`src/rtl/rom_arbiter_pkg.sv`:
```
// Shared definitions for the program-memory arbiter: bus width, default
// memory depth and the owner encoding used by the response register.
package rom_arbiter_pkg;

   localparam int RegBus          = 32;
   localparam int DEFAULT_MEM_NUM = 4096;

   typedef enum logic {
      OWN_M0 = 1'b0,
      OWN_M1 = 1'b1
   } owner_e;

endpackage

```
`src/rtl/rom_arb_pick.sv`:
```
// Pick logic for the two-requester program-memory arbiter.
// M1 wins a conflict unless M0 is favoured, either because it is starving
// or because M1 was the last master granted on a conflict.
// Output is one-hot: gnt[0] = M0, gnt[1] = M1; all-zero when nobody asks.
module rom_arb_pick
   import rom_arbiter_pkg::*;
(
   input  logic       m0_req,
   input  logic       m1_req,
   input  owner_e     last_owner,
   input  logic       starve,
   output logic [1:0] gnt
);

   logic m0_favoured;

   // M0 takes a conflict when starving or when M1 had the previous conflict
   assign m0_favoured = starve || (last_owner == OWN_M1);

   // Single-winner selection
   always_comb begin
      gnt = 2'b00;
      if (m0_req && m1_req) begin
         if (m0_favoured) begin
            gnt = 2'b01;
         end else begin
            gnt = 2'b10;
         end
      end else if (m0_req) begin
         gnt = 2'b01;
      end else if (m1_req) begin
         gnt = 2'b10;
      end
   end

endmodule

```
`src/rtl/rom_arbiter.sv`:
```
// Two-requester arbiter/sequencer for the program memory (registered read,
// one-cycle latency). M0 = instruction fetch (read-only), M1 = load/store.
// Byte addresses become word indices; misaligned or out-of-range accesses
// are granted but answered with err instead of touching the memory.
// Build option: define ROM_ARB_RR_EN for round-robin conflict resolution;
// otherwise M1 has fixed priority with M0 promoted after STARVE_MAX denials.
module rom_arbiter
   import rom_arbiter_pkg::*;
#(
   parameter int AW         = RegBus,
   parameter int DW         = RegBus,
   parameter int MEM_NUM    = DEFAULT_MEM_NUM,
   parameter int STARVE_MAX = 8
) (
   input  logic          clk,
   input  logic          rst,

   input  logic          m0_req,
   input  logic [AW-1:0] m0_addr,
   output logic          m0_gnt,
   output logic          m0_rvalid,
   output logic [DW-1:0] m0_rdata,
   output logic          m0_err,

   input  logic          m1_req,
   input  logic          m1_we,
   input  logic [AW-1:0] m1_addr,
   input  logic [DW-1:0] m1_wdata,
   output logic          m1_gnt,
   output logic          m1_rvalid,
   output logic [DW-1:0] m1_rdata,
   output logic          m1_err,

   output logic          mem_ren,
   output logic          mem_wen,
   output logic [AW-1:0] mem_raddr,
   output logic [AW-1:0] mem_waddr,
   output logic [DW-1:0] mem_wdata,
   input  logic [DW-1:0] mem_rdata
);

   localparam logic [AW-1:0] MEM_LIMIT = AW'(MEM_NUM);

   logic [1:0]    pick_gnt;
   owner_e        pick_last;
   logic          pick_starve;

   logic          any_gnt;
   logic          gnt_we;
   logic          gnt_err;
   logic [AW-1:0] gnt_addr;
   logic [AW-1:0] gnt_word;

   logic          rsp_valid;
   owner_e        rsp_owner;
   logic          rsp_err;
   logic          rsp_rd;

   rom_arb_pick u_pick (
      .m0_req     (m0_req),
      .m1_req     (m1_req),
      .last_owner (pick_last),
      .starve     (pick_starve),
      .gnt        (pick_gnt)
   );

   // No grant can leave the arbiter while reset is held
   assign m0_gnt  = pick_gnt[0] && !rst;
   assign m1_gnt  = pick_gnt[1] && !rst;
   assign any_gnt = m0_gnt || m1_gnt;

`ifdef ROM_ARB_RR_EN
   owner_e rr_last;

   // Remember who won the last conflict; non-conflict grants leave it alone
   always_ff @(posedge clk or posedge rst) begin
      if (rst) begin
         rr_last <= OWN_M0;
      end else if (m0_req && m1_req && any_gnt) begin
         rr_last <= m1_gnt ? OWN_M1 : OWN_M0;
      end
   end

   assign pick_last   = rr_last;
   assign pick_starve = 1'b0;
`else
   localparam int             SW         = $clog2(STARVE_MAX + 1);
   localparam logic [SW-1:0]  STARVE_TOP = SW'(STARVE_MAX);

   logic [SW-1:0] starve_cnt;

   // Count consecutive cycles M0 is left waiting, saturating at the top
   always_ff @(posedge clk or posedge rst) begin
      if (rst) begin
         starve_cnt <= '0;
      end else if (m0_req && !m0_gnt) begin
         if (starve_cnt != STARVE_TOP) begin
            starve_cnt <= starve_cnt + SW'(1);
         end
      end else begin
         starve_cnt <= '0;
      end
   end

   assign pick_last   = OWN_M0;
   assign pick_starve = (starve_cnt == STARVE_TOP);
`endif

   // Granted transaction attributes and legality
   always_comb begin
      gnt_addr = m1_gnt ? m1_addr : m0_addr;
      gnt_we   = m1_gnt && m1_we;
      gnt_word = {2'b00, gnt_addr[AW-1:2]};
      gnt_err  = (gnt_addr[1:0] != 2'b00) || (gnt_word >= MEM_LIMIT);
   end

   // Memory port drive; everything idles at zero without a legal grant
   always_comb begin
      mem_ren   = 1'b0;
      mem_wen   = 1'b0;
      mem_raddr = '0;
      mem_waddr = '0;
      mem_wdata = '0;
      if (any_gnt && !gnt_err) begin
         if (gnt_we) begin
            mem_wen   = 1'b1;
            mem_waddr = gnt_word;
            mem_wdata = m1_wdata;
         end else begin
            mem_ren   = 1'b1;
            mem_raddr = gnt_word;
         end
      end
   end

   // Response register: one entry per grant, returned the following cycle
   always_ff @(posedge clk or posedge rst) begin
      if (rst) begin
         rsp_valid <= 1'b0;
         rsp_owner <= OWN_M0;
         rsp_err   <= 1'b0;
         rsp_rd    <= 1'b0;
      end else begin
         rsp_valid <= any_gnt;
         rsp_owner <= m1_gnt ? OWN_M1 : OWN_M0;
         rsp_err   <= any_gnt && gnt_err;
         rsp_rd    <= any_gnt && !gnt_err && !gnt_we;
      end
   end

   // Route the response to its owner; data only for clean reads
   always_comb begin
      m0_rvalid = rsp_valid && (rsp_owner == OWN_M0) && !rst;
      m1_rvalid = rsp_valid && (rsp_owner == OWN_M1) && !rst;
      m0_err    = m0_rvalid && rsp_err;
      m1_err    = m1_rvalid && rsp_err;
      m0_rdata  = (m0_rvalid && rsp_rd) ? mem_rdata : '0;
      m1_rdata  = (m1_rvalid && rsp_rd) ? mem_rdata : '0;
   end

endmodule

```
`config.mk`:
```
export PLATFORM = sky130hd
export DESIGN_NAME = rom_arbiter
export DESIGN_NICKNAME = d
export VERILOG_FILES = /design/src/rtl/rom_arbiter_pkg.sv /design/src/rtl/rom_arb_pick.sv /design/src/rtl/rom_arbiter.sv
export SDC_FILE = /design/constraint.sdc
export NUM_CORES = 1
export LEC_CHECK = 0
export CAP_MARGIN = 25
export CORE_AREA = 2 2 118 120
export DETAILED_ROUTE_END_ITERATION = 12
export DIE_AREA = 0 0 120 122
export GPL_TIMING_DRIVEN = 0
export PLACE_DENSITY = 0.61
export SKIP_LAST_GASP = 1
export SLEW_MARGIN = 20
export SYNTH_ARGS = -nofsm -noshare
export SYNTH_HDL_FRONTEND = slang
export SYNTH_SLANG_ARGS = --single-unit
```
`constraint.sdc`:
```
create_clock -name clk -period 2.2 [get_ports clk]
set_input_delay 0.22 -clock clk [delete_from_list [all_inputs] [get_ports clk]]
set_output_delay 0.22 -clock clk [all_outputs]
set_load 0.03 [all_outputs]
```
==> results.sh, run 1 <==
export IMPL_outcome="finished with violations"
export IMPL_failed_checks="negative setup slack"
export IMPL_slew_viol_final=0
export IMPL_yosysSeqAreaShare_pct=10.7
export IMPL_rsz0062_at_grt="true"
export IMPL_drcViolationCount=0
export IMPL_clock_path_buffers=2
export IMPL_cp_end_kind="output pin"
export IMPL_synth_adder_area_share_pct=1.33
export IMPL_hold_path_class="in2async"
export IMPL_hold_buffers=0
export IMPL_synth_top_family_by_area="simple AND/OR/NAND/NOR gates"
export IMPL_routed_wl_um=11300
export IMPL_ys_types=33
export IMPL_dieArea_mm2=0.0146
export IMPL_cts_buffers=3
export IMPL_final_cells=793
export IMPL_layout_common_cells="133 x clkdlybuf4s50_1, 65 x and3_1, 65 x dlygate4sd2_1"
export IMPL_place_hpwl_um=9330
export IMPL_place_inst=765
export IMPL_cp_arrival_ns=2.29
export IMPL_layout_setup_ws_ns=-0.305
export IMPL_cts_sinks=8
export IMPL_antenna_found_initial=0
export IMPL_skew_ns=0.000668
export IMPL_h_tree_depth=1
export IMPL_yosysWarnings=0
export IMPL_syn_inst=286
export IMPL_gp_congestion=0.803
export IMPL_cpMaxStageDelayCell="or4_1"
export IMPL_grt_pass1_wl_um=16200
export IMPL_grt_pass1_vias=3184
export IMPL_critPathMaxFanout=4
export IMPL_startpoint_type="input port"
export IMPL_die_w_um=120
export IMPL_ys_seq_elements=8
export IMPL_finalHoldViolations=0
export IMPL_path_class="in2out"
export IMPL_cpPeakStageDelay_ns=0.50
export IMPL_cts_clk_slew_worst_paths_ns=0.03
export IMPL_vdd_drop_max_mv=0.166
export IMPL_ant_nets=0
export IMPL_grt_use_total_pct=13.9
export IMPL_maxCapViolCount=0
export IMPL_synth_compound_area_share_pct=6.47
export IMPL_diodes=0
export IMPL_via_count=3144
export IMPL_synth_simple_area_share_pct=58.4
export IMPL_cts_tree="done"
export IMPL_synthXorXnorAreaFrac_pct=0.933
export IMPL_leakagePower_nw=2.98
export IMPL_insertion_delay_ns=0.23
export IMPL_synthMuxAreaShare_pct=0.533
export IMPL_initial_core_util_pct=13.9
export IMPL_setup_viol=57
export IMPL_rows=43
export IMPL_avgSynthCellArea_um2=6.56
export IMPL_portBuffers=260
export IMPL_crit_required_ns=1.98
export IMPL_final_common_cell="clkdlybuf4s50_1"
export IMPL_first_iter_violations=69
export IMPL_cts_root_buf="clkbuf_16"
export IMPL_wl_per_cell_um=14.2
export IMPL_period_share_pct=114
export IMPL_whs_ns=0.0403
export IMPL_layout_drive_gt1_share_pct=37.2
export IMPL_viasPerCell=3.96
export IMPL_nets=750
export IMPL_synth_area_mm2=0.00188
export IMPL_drtPass1Iterations=4
export IMPL_worstPathCellList="clkdlybuf4s50_1, or4_1, nor2_1, a21oi_4, or3b_4, nor4_4, buf_6"
export IMPL_power_density_mw_per_mm2=179
export IMPL_boundaryPins=301
export IMPL_max_freq_ghz=0.399
export IMPL_finalPower_mw=0.991
export IMPL_coreArea_mm2=0.0135
export IMPL_grt_max_degree=12
export IMPL_post_route_min_period_ns=2.51
export IMPL_grt_overflow_total=0
export IMPL_die_y_um=122
export IMPL_area_growth_pct=195
-- worst max-delay path: cells and delay by family --
kind            cells  cell delay [ns]
compound gates      1             0.13
simple gates        4             1.36
buf+inv             2             0.58
-- final cells by class --
type                            instances  area [um2]
Fill cell                            1410        7970
Sequential cell                         8         200
Timing Repair Buffer                  287        2840
Clock buffer                            3        75.1
Multi-Input combinational cell        251        1720
Buffer                                 60         463
Tap cell                              180         225
Inverter                                4        20.0
-- repair_timing --
item,4_1_cts,5_1_grt
resized for setup,557,44
endpoints found under the setup margin,130,95
pin swaps,33,15
cloned,4,0
buffers inserted,14,10
-- worst paths after layout --
kind                       depth (start not counted)          start  slack (ns)       endpoint
max in group asynchronous                          2            rst        2.03        rsp_err
setup / recovery                                   7    m1_addr[22]       -0.31  mem_raddr[11]
setup reg to reg                                   8  starve_cnt[1]        0.23        rsp_err
min in group clk                                   3         m0_req        0.45  starve_cnt[2]
hold / removal                                     2            rst        0.04  starve_cnt[1]
hold reg to reg                                    3  starve_cnt[3]        0.59  starve_cnt[3]
-- registers in the layout, summed over array words and instances, names as in the netlist --
signal and count:
rsp_err 1, rsp_owner 1, rsp_rd 1, rsp_valid 1, starve_cnt 4
-- where the power goes --
part,switching (mW),total (mW),leakage [nW],internal (mW)
Sequential,0.00525,0.160,0.105,0.155
Combinational,0.226,0.530,2.84,0.305
Clock,0.0664,0.300,0.0370,0.234
-- cells in the mapped netlist --
| library cell | number | area [um2] |
|---|---|---|
| and3_1 | 67 | 419 |
| and2_1 | 60 | 375 |
| buf_4 | 40 | 300 |
| nand2_1 | 28 | 105 |
| clkbuf_1 | 17 | 63.8 |
| a21oi_1 | 14 | 70.1 |
| dfrtp_1 | 8 | 200 |
| nor2_1 | 7 | 26.3 |
| nor4_1 | 5 | 31.3 |
| or4_1 | 5 | 37.5 |
| nand3_1 | 4 | 20.0 |
| inv_1 | 3 | 11.3 |
| buf_2 | 2 | 10.0 |
| clkbuf_2 | 2 | 10.0 |
| ha_1 | 2 | 25.0 |
| nor2b_1 | 2 | 12.5 |
| nor3b_1 | 2 | 15.0 |
| o21ai_0 | 2 | 10.0 |
| o22ai_1 | 2 | 12.5 |
| a211oi_2 | 1 | 12.5 |
| a21oi_2 | 1 | 8.76 |
| buf_1 | 1 | 3.75 |
| conb_1 | 1 | 3.75 |
| inv_2 | 1 | 3.75 |
| mux2i_1 | 1 | 10.0 |
| nand3b_1 | 1 | 7.51 |
| nand4b_1 | 1 | 8.76 |
| nor3_4 | 1 | 16.3 |
| nor4_2 | 1 | 12.5 |
| o21a_1 | 1 | 7.51 |
| or3b_1 | 1 | 8.76 |
| xnor2_1 | 1 | 8.76 |
| xor2_1 | 1 | 8.76 |
-- layer usage --
| metal | up-vias | routed length (um) | global-route usage (%) |
|---|---|---|---|
| li1 | 1534 | - | - |
| met1 | 1403 | 3690 | 13.4 |
| met2 | 195 | 6290 | 28.9 |
| met3 | 12 | 1070 | 3.14 |
| met4 | 0 | 225 | 4.26 |
| met5 | - | 0 | 0 |
-- per-stage QoR --
step | area (um2) | util (%) | setup WS, ns | setup TNS, ns
3_3_place_gp | 4860 | 36.0 | -1.20 | -129.05
4_1_cts | 5310 | 39.3 | -0.334 | -14.56
2_1_floorplan | 2030 | - | -0.0853 | -0.0853
6_report | 5540 | 41.0 | -0.305 | -13.38
3_5_place_dp | 4870 | 36.0 | -1.20 | -113.50
5_1_grt | 5540 | 41.0 | -0.416 | -18.38
-- cells by family after synthesis --
group                      Yosys count
and+or+nand+nor                    185
buffers and inverters               66
AOI/OAI and AO/OA                   21
DFF                                  8
adders and majority gates            2
xor gates and xnor gates             2
other                                1
muxes                                1
(Power assumes the default switching activity.)
==> run 2: changes to the inputs <==
--- a/config.mk
+++ b/config.mk
@@ -10,7 +10,7 @@
 export DETAILED_ROUTE_END_ITERATION = 12
 export DIE_AREA = 0 0 120 122
 export GPL_TIMING_DRIVEN = 0
-export PLACE_DENSITY = 0.61
+export PLACE_DENSITY = 0.56
 export SKIP_LAST_GASP = 1
 export SLEW_MARGIN = 20
 export SYNTH_ARGS = -nofsm -noshare
==> results.sh, run 2 (same netlist as run 1, synthesis figures left out) <==
export IMPL_drtPass1Iterations=4
export IMPL_regMostFlops="starve_cnt"
export IMPL_layout_setup_ws_ns=-0.236
export IMPL_seqPwrFrac_pct=15.9
export IMPL_crit_top_cell="buf_6"
export IMPL_cts_root_buf="clkbuf_16"
export IMPL_viasPerCell=3.96
export IMPL_p_sw_mw=0.313
export IMPL_die_y_um=122
export IMPL_whs_ns=0.0289
export IMPL_startpoint_type="flop"
export IMPL_grt_overflow_total=0
export IMPL_setup_tns_ns=-10.01
export IMPL_cpMaxStageDelayCell="or3b_4"
export IMPL_first_iter_violations=52
export IMPL_critPathBufInv=3
export IMPL_via_count=3125
export IMPL_finalPower_mw=1.00
export IMPL_coreArea_mm2=0.0135
export IMPL_boundaryPins=301
export IMPL_p_clk_share_pct=31.3
export IMPL_place_inst=766
export IMPL_die_w_um=120
export IMPL_h_tree_depth=1
export IMPL_place_ws_ns=-1.17
export IMPL_final_common_cell="clkdlybuf4s50_1"
export IMPL_r2r_end="rsp_rd"
export IMPL_r2r_start="starve_cnt[0]"
export IMPL_nets=746
export IMPL_path_class="reg2out"
export IMPL_grt_pass1_wl_um=15900
export IMPL_clock_path_buffers=2
export IMPL_p_comb_share_pct=52.8
export IMPL_postPlaceCellArea_mm2=0.00487
export IMPL_fin_util_pct=41.5
export IMPL_hold_path_class="in2async"
export IMPL_critPathMaxFanout=5
export IMPL_layout_drive_gt1_share_pct=36.6
export IMPL_portBuffers=260
export IMPL_crit_required_ns=1.98
export IMPL_grt_use_total_pct=13.7
export IMPL_largest_reg_flops=4
export IMPL_insertion_delay_ns=0.24
export IMPL_swShare_pct=31.2
export IMPL_finalHoldViolations=0
export IMPL_leakagePower_nw=2.94
export IMPL_wl_per_cell_um=14.9
export IMPL_skew_ns=0.00465
export IMPL_intPower_mw=0.690
export IMPL_gp_congestion=0.734
export IMPL_vdd_drop_max_mv=0.153
export IMPL_drcViolationCount=0
export IMPL_period_share_pct=111
export IMPL_antenna_found_initial=0
export IMPL_grt_pass1_vias=3004
export IMPL_place_hpwl_um=9410
export IMPL_cts_clk_slew_worst_paths_ns=0.04
export IMPL_cts_sinks=8
export IMPL_rsz0062_at_grt="true"
export IMPL_max_freq_ghz=0.410
export IMPL_worstRegToRegCells=13
export IMPL_cp_end_kind="output pin"
export IMPL_cts_tree="done"
export IMPL_maxCapViolCount=0
export IMPL_hold_buffers=0
export IMPL_grt_max_degree=12
export IMPL_rows=43
export IMPL_final_cell_area_mm2=0.00560
export IMPL_final_cells=789
export IMPL_diodes=0
export IMPL_cpPeakStageDelay_ns=0.41
export IMPL_routed_wl_um=11800
export IMPL_failed_checks="negative setup slack"
export IMPL_setup_viol=57
export IMPL_ff2ff_setup_slack_ns=0.19
export IMPL_cts_buffers=3
export IMPL_layout_common_cells="129 x clkdlybuf4s50_1, 65 x and3_1, 62 x buf_6"
export IMPL_cp_top_family="simple AND/OR/NAND/NOR gates"
export IMPL_outcome="finished with violations"
export IMPL_slew_viol_final=0
export IMPL_power_density_mw_per_mm2=179
export IMPL_cp_arrival_ns=2.22
export IMPL_ant_nets=0
export IMPL_worstPathCellList="inv_2, ha_4, nand4b_1, buf_6, a211oi_4, a21oi_4, or3b_4, nor4_4, buf_6"
export IMPL_dieArea_mm2=0.0146
export IMPL_post_route_min_period_ns=2.44
export IMPL_initial_core_util_pct=13.9
export IMPL_area_growth_pct=199
## run 2: cell types whose count changed in the layout (fill, tap and decap cells not counted), sizes merged
cell | before | now
clkdlybuf4s15 | 4 | 22
clkdlybuf4s50 | 133 | 129
dlygate4sd2 | 65 | 46
buf | 128 | 125
clkdlybuf4s18 | 1 | 0
dlymetal6s2s | 0 | 6
clkbuf | 19 | 18
## run 2: timing repair
action                     CTS  global route
buffers inserted             6            11
gates cloned                 2             3
setup endpoints to repair  128            96
gates resized for setup    438           234
pin swaps                    5            30
## run 2: per-layer routing
| layer | wire (um) | vias up | track usage (%) |
|---|---|---|---|
| met3 | 1070 | 7 | 3.04 |
| met2 | 6720 | 189 | 28.3 |
| li1 | - | 1526 | - |
| met1 | 3860 | 1403 | 13.6 |
| met4 | 118 | 0 | 3.38 |
| met5 | 0 | - | 0 |
## run 2: power by group through the flow
stage / registers [mW] / clock network, mW / logic [mW]
detailed placement: 0.163 / 0 / 0.481
floorplan: 0.161 / 0 / 0.209
finish: 0.160 / 0.314 / 0.530
global placement: 0.162 / 0 / 0.475
global route: 0.161 / 0.325 / 0.566
CTS: 0.160 / 0.318 / 0.497
## run 2: final cells by class
type                    instances  area, um2
plain buffers                  60        449
well taps                     180        225
clock buffers                   3       75.1
repair buffers                283       2860
multi-input cells             251       1770
inverters                       4       20.0
fillers                      1391       7900
flip-flops and latches          8        201
## run 2: worst max path at each step
stage	start	to	slack (ns)	depth (start not counted)
after floorplan	starve_cnt[0]	mem_raddr[11]	-0.09	8
after global placement	m0_req	mem_raddr[10]	-1.19	8
after detailed placement	m0_req	mem_raddr[10]	-1.17	8
after CTS	m0_addr[17]	mem_raddr[11]	-0.37	7
after global routing	starve_cnt[0]	mem_waddr[0]	-0.34	10
final	starve_cnt[0]	mem_raddr[11]	-0.24	9
